<file path="config.mk">
export PLATFORM = sky130hd
export DESIGN_NAME = ntb_dma_flat
export DESIGN_NICKNAME = d
export VERILOG_FILES = /design/src/rtl/ntb_dma_pkg.sv /design/src/rtl/ntb_dma_if.sv /design/src/rtl/ntb_dma_tmo.sv /design/src/rtl/ntb_dma.sv /design/src/flat_wrapper.sv
export SDC_FILE = /design/constraint.sdc
export NUM_CORES = 1
export LEC_CHECK = 0
export BUFFER_PORTS_ARGS = -buffer_cell sky130_fd_sc_hd__buf_4
export CAP_MARGIN = 30
export CORE_MARGIN = 4
export CORE_UTILIZATION = 30
export DETAILED_ROUTE_END_ITERATION = 8
export SETUP_SLACK_MARGIN = 0.4
export SLEW_MARGIN = 20
export SYNTH_ARGS = -nofsm -noshare
export SYNTH_HDL_FRONTEND = slang
export SYNTH_SLANG_ARGS = --single-unit
</file>
<file path="constraint.sdc">
create_clock -name clk -period 3.45 [get_ports clk]
set_input_delay 0.8625 -clock clk [delete_from_list [all_inputs] [get_ports clk]]
set_output_delay 0.8625 -clock clk [all_outputs]
set_load 0.05 [all_outputs]
</file>
<file path="src/rtl/ntb_dma_pkg.sv">
// ntb_dma_pkg: shared definitions for the nametable block-transfer engine.
// Register indices, ctrl bit positions and the FSM state encoding live here
// so the engine, any address decoder and the bench agree on one copy.
package ntb_dma_pkg;

    typedef enum logic [1:0] {
        S_IDLE  = 2'd0,
        S_FETCH = 2'd1,
        S_WRITE = 2'd2,
        S_DONE  = 2'd3
    } state_t;

    localparam logic [2:0] REG_DST_LO = 3'd0;
    localparam logic [2:0] REG_DST_HI = 3'd1;
    localparam logic [2:0] REG_SRC_LO = 3'd2;
    localparam logic [2:0] REG_SRC_HI = 3'd3;
    localparam logic [2:0] REG_LEN_LO = 3'd4;
    localparam logic [2:0] REG_LEN_HI = 3'd5;
    localparam logic [2:0] REG_ATTR   = 3'd6;
    localparam logic [2:0] REG_CTRL   = 3'd7;

    localparam int CTRL_START   = 0;
    localparam int CTRL_FILL    = 1;
    localparam int CTRL_IRQ_CLR = 6;
    localparam int CTRL_ABORT   = 7;

    // Byte count register width; a programmed value of 0 means 4096 bytes.
    localparam int LEN_W = 12;

    // Rows 0x3C0..0x3FF of each 1 KB nametable hold attribute bytes.
    function automatic logic atr_row(input logic [3:0] row);
        return row == 4'hF;
    endfunction

endpackage

</file>
<file path="src/rtl/ntb_dma_if.sv">
// ntb_dma_if: register port, work-RAM source port and VRAM write port of
// the transfer engine, bundled for connection between engine and system.
//
// Source handshake: src_req is raised by the engine with src_addr stable and
// stays high until the cycle in which the memory pulses src_ack for one cycle;
// src_dat is valid in that same cycle, and the request drops the cycle after.
interface ntb_dma_if #(
    parameter int DST_W = 11,
    parameter int SRC_W = 12
);
    logic             reg_we;
    logic [2:0]       reg_addr;
    logic [7:0]       reg_di;
    logic [7:0]       reg_do;
    logic             src_req;
    logic [SRC_W-1:0] src_addr;
    logic             src_ack;
    logic [7:0]       src_dat;
    logic             vram_we;
    logic [DST_W-1:0] vram_addr;
    logic [7:0]       vram_dat;
    logic [3:0]       vram_atr;
    logic             busy;
    logic             irq;

    // Engine side.
    modport master (
        input  reg_we, reg_addr, reg_di, src_ack, src_dat,
        output reg_do, src_req, src_addr, vram_we, vram_addr, vram_dat,
               vram_atr, busy, irq
    );

    // System side (CPU registers, work RAM, VRAM unit).
    modport slave (
        output reg_we, reg_addr, reg_di, src_ack, src_dat,
        input  reg_do, src_req, src_addr, vram_we, vram_addr, vram_dat,
               vram_atr, busy, irq
    );
endinterface

</file>
<file path="src/rtl/ntb_dma_tmo.sv">
// ntb_dma_tmo: loadable down-counter with an expiry flag, used to bound the
// number of cycles the engine waits for a source acknowledge.
module ntb_dma_tmo #(
    parameter int W = 8
) (
    input  logic         clk,
    input  logic         sys_rst,
    input  logic         load_i,
    input  logic [W-1:0] load_val_i,
    input  logic         en_i,
    output logic         expired_o
);
    logic [W-1:0] cnt_q;

    // Reload while idle, count down while enabled, stick at zero.
    always_ff @(posedge clk) begin
        if (sys_rst) begin
            cnt_q <= '0;
        end else if (load_i) begin
            cnt_q <= load_val_i;
        end else if (en_i && (cnt_q != '0)) begin
            cnt_q <= cnt_q - W'(1);
        end
    end

    assign expired_o = (cnt_q == '0);
endmodule

</file>
<file path="src/rtl/ntb_dma.sv">
// ntb_dma: block-transfer engine filling the shadow nametable/attribute RAM
// from work RAM (copy mode) or with a repeated byte (fill mode).
// Optional build macro NTB_DMA_ATR_SKIP_EN suppresses writes into attribute
// rows (dst[9:6] == 4'b1111) while still advancing all counters.
module ntb_dma
    import ntb_dma_pkg::*;
#(
    parameter int DST_W   = 11,
    parameter int SRC_W   = 12,
    parameter int ACK_TMO = 255
) (
    input  logic      clk,
    input  logic      sys_rst,
    ntb_dma_if.master bus,
    output state_t    dbg_state_o
);
    localparam int               TMO_W    = $clog2(ACK_TMO + 1);
    // The first FETCH cycle sees the loaded value, so ACK_TMO cycles elapse
    // before the counter reaches zero.
    localparam logic [TMO_W-1:0] TMO_LOAD = TMO_W'(ACK_TMO - 1);

    state_t             state_q, state_d;
    logic [DST_W-1:0]   dst_q, dst_d;
    logic [SRC_W-1:0]   src_q, src_d;
    logic [LEN_W-1:0]   len_q, len_d;
    logic [3:0]         attr_q, attr_d;
    logic [7:0]         dat_q, dat_d;
    logic               fill_q, fill_d;
    logic               irq_q, irq_d;
    logic               err_q, err_d;

    logic               ctrl_wr, abort, start, busy;
    logic               tmo_load, tmo_en, tmo_expired, atr_skip;
    logic [15:0]        dst_x, src_x, len_x;

    assign ctrl_wr = bus.reg_we && (bus.reg_addr == REG_CTRL);
    assign abort   = ctrl_wr && bus.reg_di[CTRL_ABORT];
    // Abort in the same write wins over start.
    assign start   = ctrl_wr && bus.reg_di[CTRL_START] && !bus.reg_di[CTRL_ABORT];
    assign busy    = (state_q == S_FETCH) || (state_q == S_WRITE);

    assign tmo_load = (state_q != S_FETCH);
    assign tmo_en   = (state_q == S_FETCH);

    ntb_dma_tmo #(.W(TMO_W)) u_tmo (
        .clk        (clk),
        .sys_rst    (sys_rst),
        .load_i     (tmo_load),
        .load_val_i (TMO_LOAD),
        .en_i       (tmo_en),
        .expired_o  (tmo_expired)
    );

`ifdef NTB_DMA_ATR_SKIP_EN
    assign atr_skip = atr_row(dst_q[9:6]);
`else
    assign atr_skip = 1'b0;
`endif

    // State and working-counter registers.
    always_ff @(posedge clk) begin
        if (sys_rst) begin
            state_q <= S_IDLE;
            dst_q   <= '0;
            src_q   <= '0;
            len_q   <= '0;
            attr_q  <= '0;
            dat_q   <= '0;
            fill_q  <= 1'b0;
            irq_q   <= 1'b0;
            err_q   <= 1'b0;
        end else begin
            state_q <= state_d;
            dst_q   <= dst_d;
            src_q   <= src_d;
            len_q   <= len_d;
            attr_q  <= attr_d;
            dat_q   <= dat_d;
            fill_q  <= fill_d;
            irq_q   <= irq_d;
            err_q   <= err_d;
        end
    end

    // Register writes, next-state and counter updates.
    always_comb begin
        state_d = state_q;
        dst_d   = dst_q;
        src_d   = src_q;
        len_d   = len_q;
        attr_d  = attr_q;
        dat_d   = dat_q;
        fill_d  = fill_q;
        irq_d   = irq_q;
        err_d   = err_q;

        // The programmed registers double as working counters, so they are
        // only writable while no transfer is moving them.
        if (bus.reg_we && !busy) begin
            case (bus.reg_addr)
                REG_DST_LO: dst_d[7:0]       = bus.reg_di;
                REG_DST_HI: dst_d[DST_W-1:8] = bus.reg_di[DST_W-9:0];
                REG_SRC_LO: src_d[7:0]       = bus.reg_di;
                REG_SRC_HI: src_d[SRC_W-1:8] = bus.reg_di[SRC_W-9:0];
                REG_LEN_LO: len_d[7:0]       = bus.reg_di;
                REG_LEN_HI: len_d[11:8]      = bus.reg_di[3:0];
                REG_ATTR:   attr_d           = bus.reg_di[3:0];
                default: ;
            endcase
        end

        if (ctrl_wr && bus.reg_di[CTRL_IRQ_CLR]) begin
            irq_d = 1'b0;
        end

        case (state_q)
            S_IDLE: begin
                if (start) begin
                    err_d   = 1'b0;
                    fill_d  = bus.reg_di[CTRL_FILL];
                    state_d = bus.reg_di[CTRL_FILL] ? S_WRITE : S_FETCH;
                end
            end
            S_FETCH: begin
                if (abort) begin
                    state_d = S_IDLE;
                end else if (bus.src_ack) begin
                    dat_d   = bus.src_dat;
                    src_d   = src_q + SRC_W'(1);
                    state_d = S_WRITE;
                end else if (tmo_expired) begin
                    err_d   = 1'b1;
                    irq_d   = 1'b1;
                    state_d = S_DONE;
                end
            end
            S_WRITE: begin
                if (abort) begin
                    state_d = S_IDLE;
                end else begin
                    dst_d = dst_q + DST_W'(1);
                    len_d = len_q - LEN_W'(1);
                    if (len_q == LEN_W'(1)) begin
                        irq_d   = 1'b1;
                        state_d = S_DONE;
                    end else begin
                        state_d = fill_q ? S_WRITE : S_FETCH;
                    end
                end
            end
            S_DONE: begin
                state_d = S_IDLE;
            end
            default: state_d = S_IDLE;
        endcase
    end

    // Register read-back mux over the live counters.
    always_comb begin
        dst_x = 16'(dst_q);
        src_x = 16'(src_q);
        len_x = 16'(len_q);
        case (bus.reg_addr)
            REG_DST_LO: bus.reg_do = dst_x[7:0];
            REG_DST_HI: bus.reg_do = dst_x[15:8];
            REG_SRC_LO: bus.reg_do = src_x[7:0];
            REG_SRC_HI: bus.reg_do = src_x[15:8];
            REG_LEN_LO: bus.reg_do = len_x[7:0];
            REG_LEN_HI: bus.reg_do = len_x[15:8];
            REG_ATTR:   bus.reg_do = {4'b0000, attr_q};
            default:    bus.reg_do = {busy, irq_q, err_q, 4'b0000, fill_q};
        endcase
    end

    assign bus.src_req   = (state_q == S_FETCH);
    assign bus.src_addr  = src_q;
    // An abort landing on a WRITE cycle cancels that byte as well.
    assign bus.vram_we   = (state_q == S_WRITE) && !abort && !atr_skip;
    assign bus.vram_addr = dst_q;
    assign bus.vram_dat  = fill_q ? src_q[7:0] : dat_q;
    assign bus.vram_atr  = attr_q;
    assign bus.busy      = busy;
    assign bus.irq       = irq_q;
    assign dbg_state_o   = state_q;
endmodule

</file>
<file path="src/flat_wrapper.sv">
// flat-port wrapper written by rule: the top's interface ports become plain ports
module ntb_dma_flat import ntb_dma_pkg::*;
#(
    parameter int DST_W   = 11,
    parameter int SRC_W   = 12,
    parameter int ACK_TMO = 255
)
  (clk, sys_rst, dbg_state_o, bus_reg_we, bus_reg_addr, bus_reg_di, bus_src_ack, bus_src_dat, bus_reg_do, bus_src_req, bus_src_addr, bus_vram_we, bus_vram_addr, bus_vram_dat, bus_vram_atr, bus_busy, bus_irq);
  ntb_dma_if #(.DST_W(DST_W), .SRC_W(SRC_W)) bus_i ();
  input  logic clk;
  input  logic sys_rst;
  output state_t dbg_state_o;
  input wire logic [$bits(bus_i.reg_we)-1:0] bus_reg_we;
  input wire logic [$bits(bus_i.reg_addr)-1:0] bus_reg_addr;
  input wire logic [$bits(bus_i.reg_di)-1:0] bus_reg_di;
  input wire logic [$bits(bus_i.src_ack)-1:0] bus_src_ack;
  input wire logic [$bits(bus_i.src_dat)-1:0] bus_src_dat;
  output wire logic [$bits(bus_i.reg_do)-1:0] bus_reg_do;
  output wire logic [$bits(bus_i.src_req)-1:0] bus_src_req;
  output wire logic [$bits(bus_i.src_addr)-1:0] bus_src_addr;
  output wire logic [$bits(bus_i.vram_we)-1:0] bus_vram_we;
  output wire logic [$bits(bus_i.vram_addr)-1:0] bus_vram_addr;
  output wire logic [$bits(bus_i.vram_dat)-1:0] bus_vram_dat;
  output wire logic [$bits(bus_i.vram_atr)-1:0] bus_vram_atr;
  output wire logic [$bits(bus_i.busy)-1:0] bus_busy;
  output wire logic [$bits(bus_i.irq)-1:0] bus_irq;
  assign bus_i.reg_we = bus_reg_we;
  assign bus_i.reg_addr = bus_reg_addr;
  assign bus_i.reg_di = bus_reg_di;
  assign bus_i.src_ack = bus_src_ack;
  assign bus_i.src_dat = bus_src_dat;
  assign bus_reg_do = bus_i.reg_do;
  assign bus_src_req = bus_i.src_req;
  assign bus_src_addr = bus_i.src_addr;
  assign bus_vram_we = bus_i.vram_we;
  assign bus_vram_addr = bus_i.vram_addr;
  assign bus_vram_dat = bus_i.vram_dat;
  assign bus_vram_atr = bus_i.vram_atr;
  assign bus_busy = bus_i.busy;
  assign bus_irq = bus_i.irq;
  ntb_dma #(.DST_W(DST_W), .SRC_W(SRC_W), .ACK_TMO(ACK_TMO)) u_core (.clk(clk), .sys_rst(sys_rst), .bus(bus_i), .dbg_state_o(dbg_state_o));
endmodule
</file>
== After elaboration in Yosys (flattened, before gate mapping) ==
Cells that the tools add are included.
Storage, ports and cells
  input port bits: 23
  logic and storage cells: 98
  register bits after elaboration: 60
Operators by class
  eq/ne operators: 17
  add/sub/neg operators: 4
  reduce and logical (&&, ||, !) cells: 24
  bitwise gates (word level): 1
  muxes and demuxes: 41
Operators by type and width (count)
  $mux W12: 7
  $pmux W8 S7: 1
  $mux W8: 6
  $mux W11: 3
  $mux W2: 8
  $add A12 B1 Y12 const B: 1
  $eq A12 B1 Y1 const B: 1
  $eq A3 B3 Y1 const B: 4
  $sub A12 B1 Y12 const B: 1
  $add A11 B1 Y11 const B: 1
  $mux W1: 10
  $logic_and A1 B1 Y1: 8
  $logic_not A8 Y1: 1
  $mux W4: 2
  $pmux W2 S4: 1
  $reduce_bool A8 Y1: 1
  $sub A8 B1 Y8 const B: 1
  $eq A3 B2 Y1 const B: 2
  $ne A2 B1 Y1 const B: 3
  $reduce_and A2 Y1: 3
  $reduce_and A5 Y1: 1
  $eq A2 B2 Y1 const B: 2
  $ne A2 B2 Y1 const B: 2
  $ne A4 B2 Y1 const B: 1
  12 further kinds: 16

== Longest topological paths before layout ==
  depth in word-level cells: 8
  depth in mapped cells: 8

== Modules after synthesis ==
From an unflattened synthesis, not the netlist that was laid out.
Second synthesis, totals
  cells, all modules: 476
  area, all modules: 3772.4 um^2
Modules (own cells, without submodules)
  ntb_dma: seq. area each 1041.0 um^2, cells an instance 417, area each 3256.9 um^2, instances 1
  ntb_dma_tmo: seq. area each 160.2 um^2, cells an instance 59, area each 515.5 um^2, instances 1

== Worst setup path before layout ==
OpenSTA, ideal clock, no wires.
  path type: input-to-output
  start: input bus_reg_addr[1]
  end: output bus_reg_do[6]
  path buffers: 3
  cell stages on the path: 5
  path slack: -276 ps
  arrival: 2863 ps
  cells stage by stage: buf_6 > clkbuf_1 > clkbuf_1 > mux2i_1 > o21ai_0
Between the ends
  longest elaborated chain between the ends: 2
  elaborated cells between the ends (all ways): 8
  classes of those cells: eq/ne (6); mux (1); reduce/logical (1)
RTL lines
  from (decl): line flat_wrapper.sv:14  | input wire logic [$bits(bus_i.reg_addr)-1:0] bus_reg_addr;
  $eq A3 B3 Y1, or another cell as far along: line ntb_dma.sv:163  | case (bus.reg_addr)
  $pmux W8 S7 *: line ntb_dma.sv:163
  to (decl): line flat_wrapper.sv:18  | output wire logic [$bits(bus_i.reg_do)-1:0] bus_reg_do;
Every way passes the cells marked *; elsewhere a longest branch is shown, timed or not.

== Worst setup path after layout ==
  start: input bus_reg_addr[0]
  end: output bus_reg_do[2]
Same word-level chain as after synthesis.

==> reports/metrics.sh <==
ANTENNA_CELLS=0
TIMING.CRITICAL_PATH.FROM_TYPE='input pin'
PRE_CTS_WS_NS=0.454
PLACE.GP.CONGESTION=0.895
WORSTSETUPPATHTYPE='in2out'
FINAL_NET_COUNT=567
CLK_PIN_SLEW_NS=0.05
TOTAL_OVERFLOW_REPORTED_BY_THE_GLOBAL_ROUTER=0
DRC_ERRORS=0
SYNTH_ASYNC_SR_FLOP_SHARE_PCT=0
RSZ0062_AT_GRT='no'
FIRST_PASS_GRT_WIRE_LENGTH_MICRONS=20100
START_UTIL_PCT=31.2
TIMING.FINAL.MAX_SLEW_VIOLATIONS=0
POST-SYNTH-TOP-AREA-FRACTION_PCT=33.0
H-TREE-DEPTH=3
SYNTHESIS.AREA_SQ_UM=3640
DR.FIRST_ITER.DRC_COUNT=288
ROUTE.VIAS.TOTAL=3817
CTS_TREE='done'
FINAL_PERIOD_MINUS_WORST_SETUP_SLACK_NS=2.97
SYN-NUM-NETS=500
HP-CLASS='reg2reg'
SYNTH_FLOP_CELL='sky130_fd_sc_hd__dfxtp_1'
CP.REQUIRED_NS=2.59
MAX-SLEW-MARGIN-REL_PCT=58.0
DETAIL_PLACEMENT_HPWL_MICRONS=9150
LARGEST_NET_DEGREE_AT_THE_START_OF_GLOBAL_ROUTING=36
WORSTSKEWPAIRLATENCY_NS=0.33
VIASPERCELL=5.60
GRT_PASS1_VIAS=3692
TRITONCTS.NUM_BUFFERS=9
TOP_LEVEL_PORTS=72
MAX_FREQ_GHz=0.337
CLOCK_SINKS=60
CP_CELL_SEQUENCE='buf_4, mux4_2, o21a_2, buf_4'
CELLPOWERDENSITY_nW_PER_UM2=507
POST_ROUTE_CELLS_DRIVE_ABOVE_1_SHARE_PCT=22.9
LEAKAGE_nW=1.84
FINAL-SETUP-VIOL-COUNT=0
MOSTFREQUENTLAYOUTCELLS='sky130_fd_sc_hd__buf_4 (79), sky130_fd_sc_hd__dfxtp_1 (60), sky130_fd_sc_hd__a21oi_1 (56)'
YOSYSUNIQUECELLTYPES=57
SORT_OF_ELEMENT_AT_THE_END_OF_THE_CRITICAL_PATH='output pin'
FINALWIRELENGTH_MICRONS=12400
IR_WORST_VDD_V=0.000222
CP_TOP_FAMILY='multiplexers'
CLOCK-SKEW-FINAL_NS=0.00521
TIMING.FINAL.CRIT_SHARE_PCT=86.1
FLOORPLAN.ROWS=39
POST_DRT_WL_PER_CELL_MICRONS=18.2
TIGHTESTPINTRANSITION_NS=0.621
SYNTH-WARNING-COUNT=0
AREA_OVERHEAD_OF_THE_LAYOUT_RELATIVE_TO_SYNTHESIS_PCT=29.8
MAX_CAP_VIOL_COUNT=0
MOST_FREQUENT_STANDARD_CELL_IN_THE_LAYOUT_EXCLUDING_FILL_AND_TAP_CELLS='sky130_fd_sc_hd__buf_4'
DIE_HEIGHT_MICRONS=118
NUMBER_OF_ANTENNA_VIOLATIONS_AT_THE_FIRST_CHECK_IN_GLOBAL_ROUTING=0
SEQ_AREA_FRAC_SYNTH_PCT=33.0
GRTUSAGETOTAL_PCT=17.8
SYNTH_ENABLE_FLOP_CELLS=0
CTS_BUFFER_DEPTH=2
AREA_ENCLOSED_BY_THE_DIE_BOUNDARY_SQ_UM=14000
FINAL_ANTENNA_NET_COUNT=0
SYNTH_AREA_PER_CELL_SQ_UM=7.80
LARGEST_STAGE_DELAY_ON_THE_CRITICAL_PATH_NS=0.56
WORST_EP_ARRIVAL_TIME_NS=2.11
SETUP_TOTAL_NEGATIVE_SLACK_NS=0
SYNTH_TOP_AREA_CELL='sky130_fd_sc_hd__dfxtp_1'
TIMING.FINAL.WS_SETUP_NS=0.480
CRITICAL_PATH.MAX_FANOUT=23
WORST_PATH_MOST_REPEATED_CELL='sky130_fd_sc_hd__buf_4'
CORE_SQ_UM=11700
IO_BUFFERS=71
ROOT_BUFFER_MASTER='sky130_fd_sc_hd__clkbuf_16'
CP_NUM_BUF_INV=2
SYNTH_CELLS=467
CTS_HOLD_BUFFERS=0
RUN_STATUS='complete, no violations'
HOLD_VIOL_FINAL=0
YS_SEQ_ELEMENTS=60
CRIT_PATH_TOP_DELAY_CELL='sky130_fd_sc_hd__mux4_2'
SYNTH.AREA.TOP_CELLS='sky130_fd_sc_hd__dfxtp_1 (33%), sky130_fd_sc_hd__a21oi_1 (7.7%), sky130_fd_sc_hd__nand2_1 (4.7%)'
DRT_PASS1_ITERATIONS=4
NUM-FILL-CELLS=1181
DIE_W_MICRONS=118
metal layers:
metal	share of wire [%]	GRT usage, %	vias to the layer above
met5	0	0	-
met4	1.2	5.35	0
met3	5.7	3.20	12
met2	46	27.9	120
met1	47	24.9	1835
li1	-	-	1850
layout make-up:
cell class,count,area (sq um),share of cell area (%)
tap,143,179,3.79
clock inverter,4,72.6,1.54
sequential,60,1200,25.4
multi-input combinational,359,2330,49.4
clock buffer,11,253,5.35
inverter,25,93.8,1.99
timing repair buffer,79,593,12.5
power breakdown:
part | total, mW | leakage (nW) | internal [mW] | switching, mW
combinational | 0.597 | 1.19 | 0.206 | 0.391
clock | 0.987 | 0.158 | 0.666 | 0.321
sequential | 0.815 | 0.488 | 0.746 | 0.0689
total | 2.40 | 1.84 | 1.62 | 0.781
Yosys cell counts, types with 7 or more instances:
library cell / n
sky130_fd_sc_hd__and3_1: 9
sky130_fd_sc_hd__ha_1: 10
sky130_fd_sc_hd__inv_1: 25
sky130_fd_sc_hd__nand2_1: 46
sky130_fd_sc_hd__nor2_1: 42
sky130_fd_sc_hd__nand3_1: 17
sky130_fd_sc_hd__nor3b_1: 9
sky130_fd_sc_hd__and2_1: 7
sky130_fd_sc_hd__dfxtp_1: 60
sky130_fd_sc_hd__mux2i_1: 14
sky130_fd_sc_hd__o21ai_0: 28
sky130_fd_sc_hd__nand4_1: 8
sky130_fd_sc_hd__mux2_2: 11
sky130_fd_sc_hd__a21oi_1: 56
sky130_fd_sc_hd__nor3_1: 12
sky130_fd_sc_hd__a31oi_1: 12
sky130_fd_sc_hd__clkbuf_1: 16
worst paths after layout:
| kind | endpoint | depth (start not counted) | start | slack (ns) |
|---|---|---|---|---|
| hold / removal | u_core.dat_q[7]$_SDFFE_PP0P_ | 2 | u_core.dat_q[7]$_SDFFE_PP0P_ | 0.45 |
| setup / recovery | bus_reg_do[2] | 4 | bus_reg_addr[0] | 0.48 |
| setup reg to reg | u_core.bus.vram_addr[8]$_SDFF_PP0_ | 7 | u_core.dbg_state_o[0]$_SDFFE_PP0P_ | 1.04 |
| hold reg to reg | u_core.dat_q[7]$_SDFFE_PP0P_ | 2 | u_core.dat_q[7]$_SDFFE_PP0P_ | 0.45 |
cell families after synthesis:
family	share of synthesized area (%)
compound gates	25.0
xor+xnor	0.962
fa+ha+maj	3.44
buf+inv	5.29
flops	33.0
mux	7.87
simple gates	24.4
tightest hold or removal path, stage by stage (launching register included):
cell and delay, ns:
sky130_fd_sc_hd__dfxtp_1 0.30, sky130_fd_sc_hd__nand2_1 0.05, sky130_fd_sc_hd__a21oi_1 0.05
through the flow:
stage	total power [mW]	hold WS [ns]	instance area [sq um]	cells	utilization, %
5_1_grt	2.50	0.473	4730	681	40.5
4_1_cts	2.40	0.455	4720	681	40.5
6_report	2.40	0.452	4730	681	40.5
3_5_place_dp	1.42	0.447	4390	666	37.7
3_3_place_gp	1.41	0.441	4390	666	37.7
2_1_floorplan	1.23	0.434	3720	467	-
flip-flops by register name, summed over array words and instances (netlist names):
| register | cells |
|---|---|
| u_core.u_tmo.cnt_q | 8 |
| u_core.bus.vram_atr | 4 |
| u_core.dbg_state_o | 2 |
| u_core.bus.irq | 1 |
| u_core.bus.vram_addr | 11 |
| u_core.fill_q | 1 |
| u_core.len_q | 12 |
| u_core.bus.src_addr | 12 |
| u_core.err_q | 1 |
| u_core.dat_q | 8 |
timing repair:
item / CTS / global route
gates resized for setup: 0 / 1
setup endpoints to repair: 0 / 1
hold endpoints to repair: 0 / 0
setup buffers: 0 / 0
(Power assumes the default switching activity.)
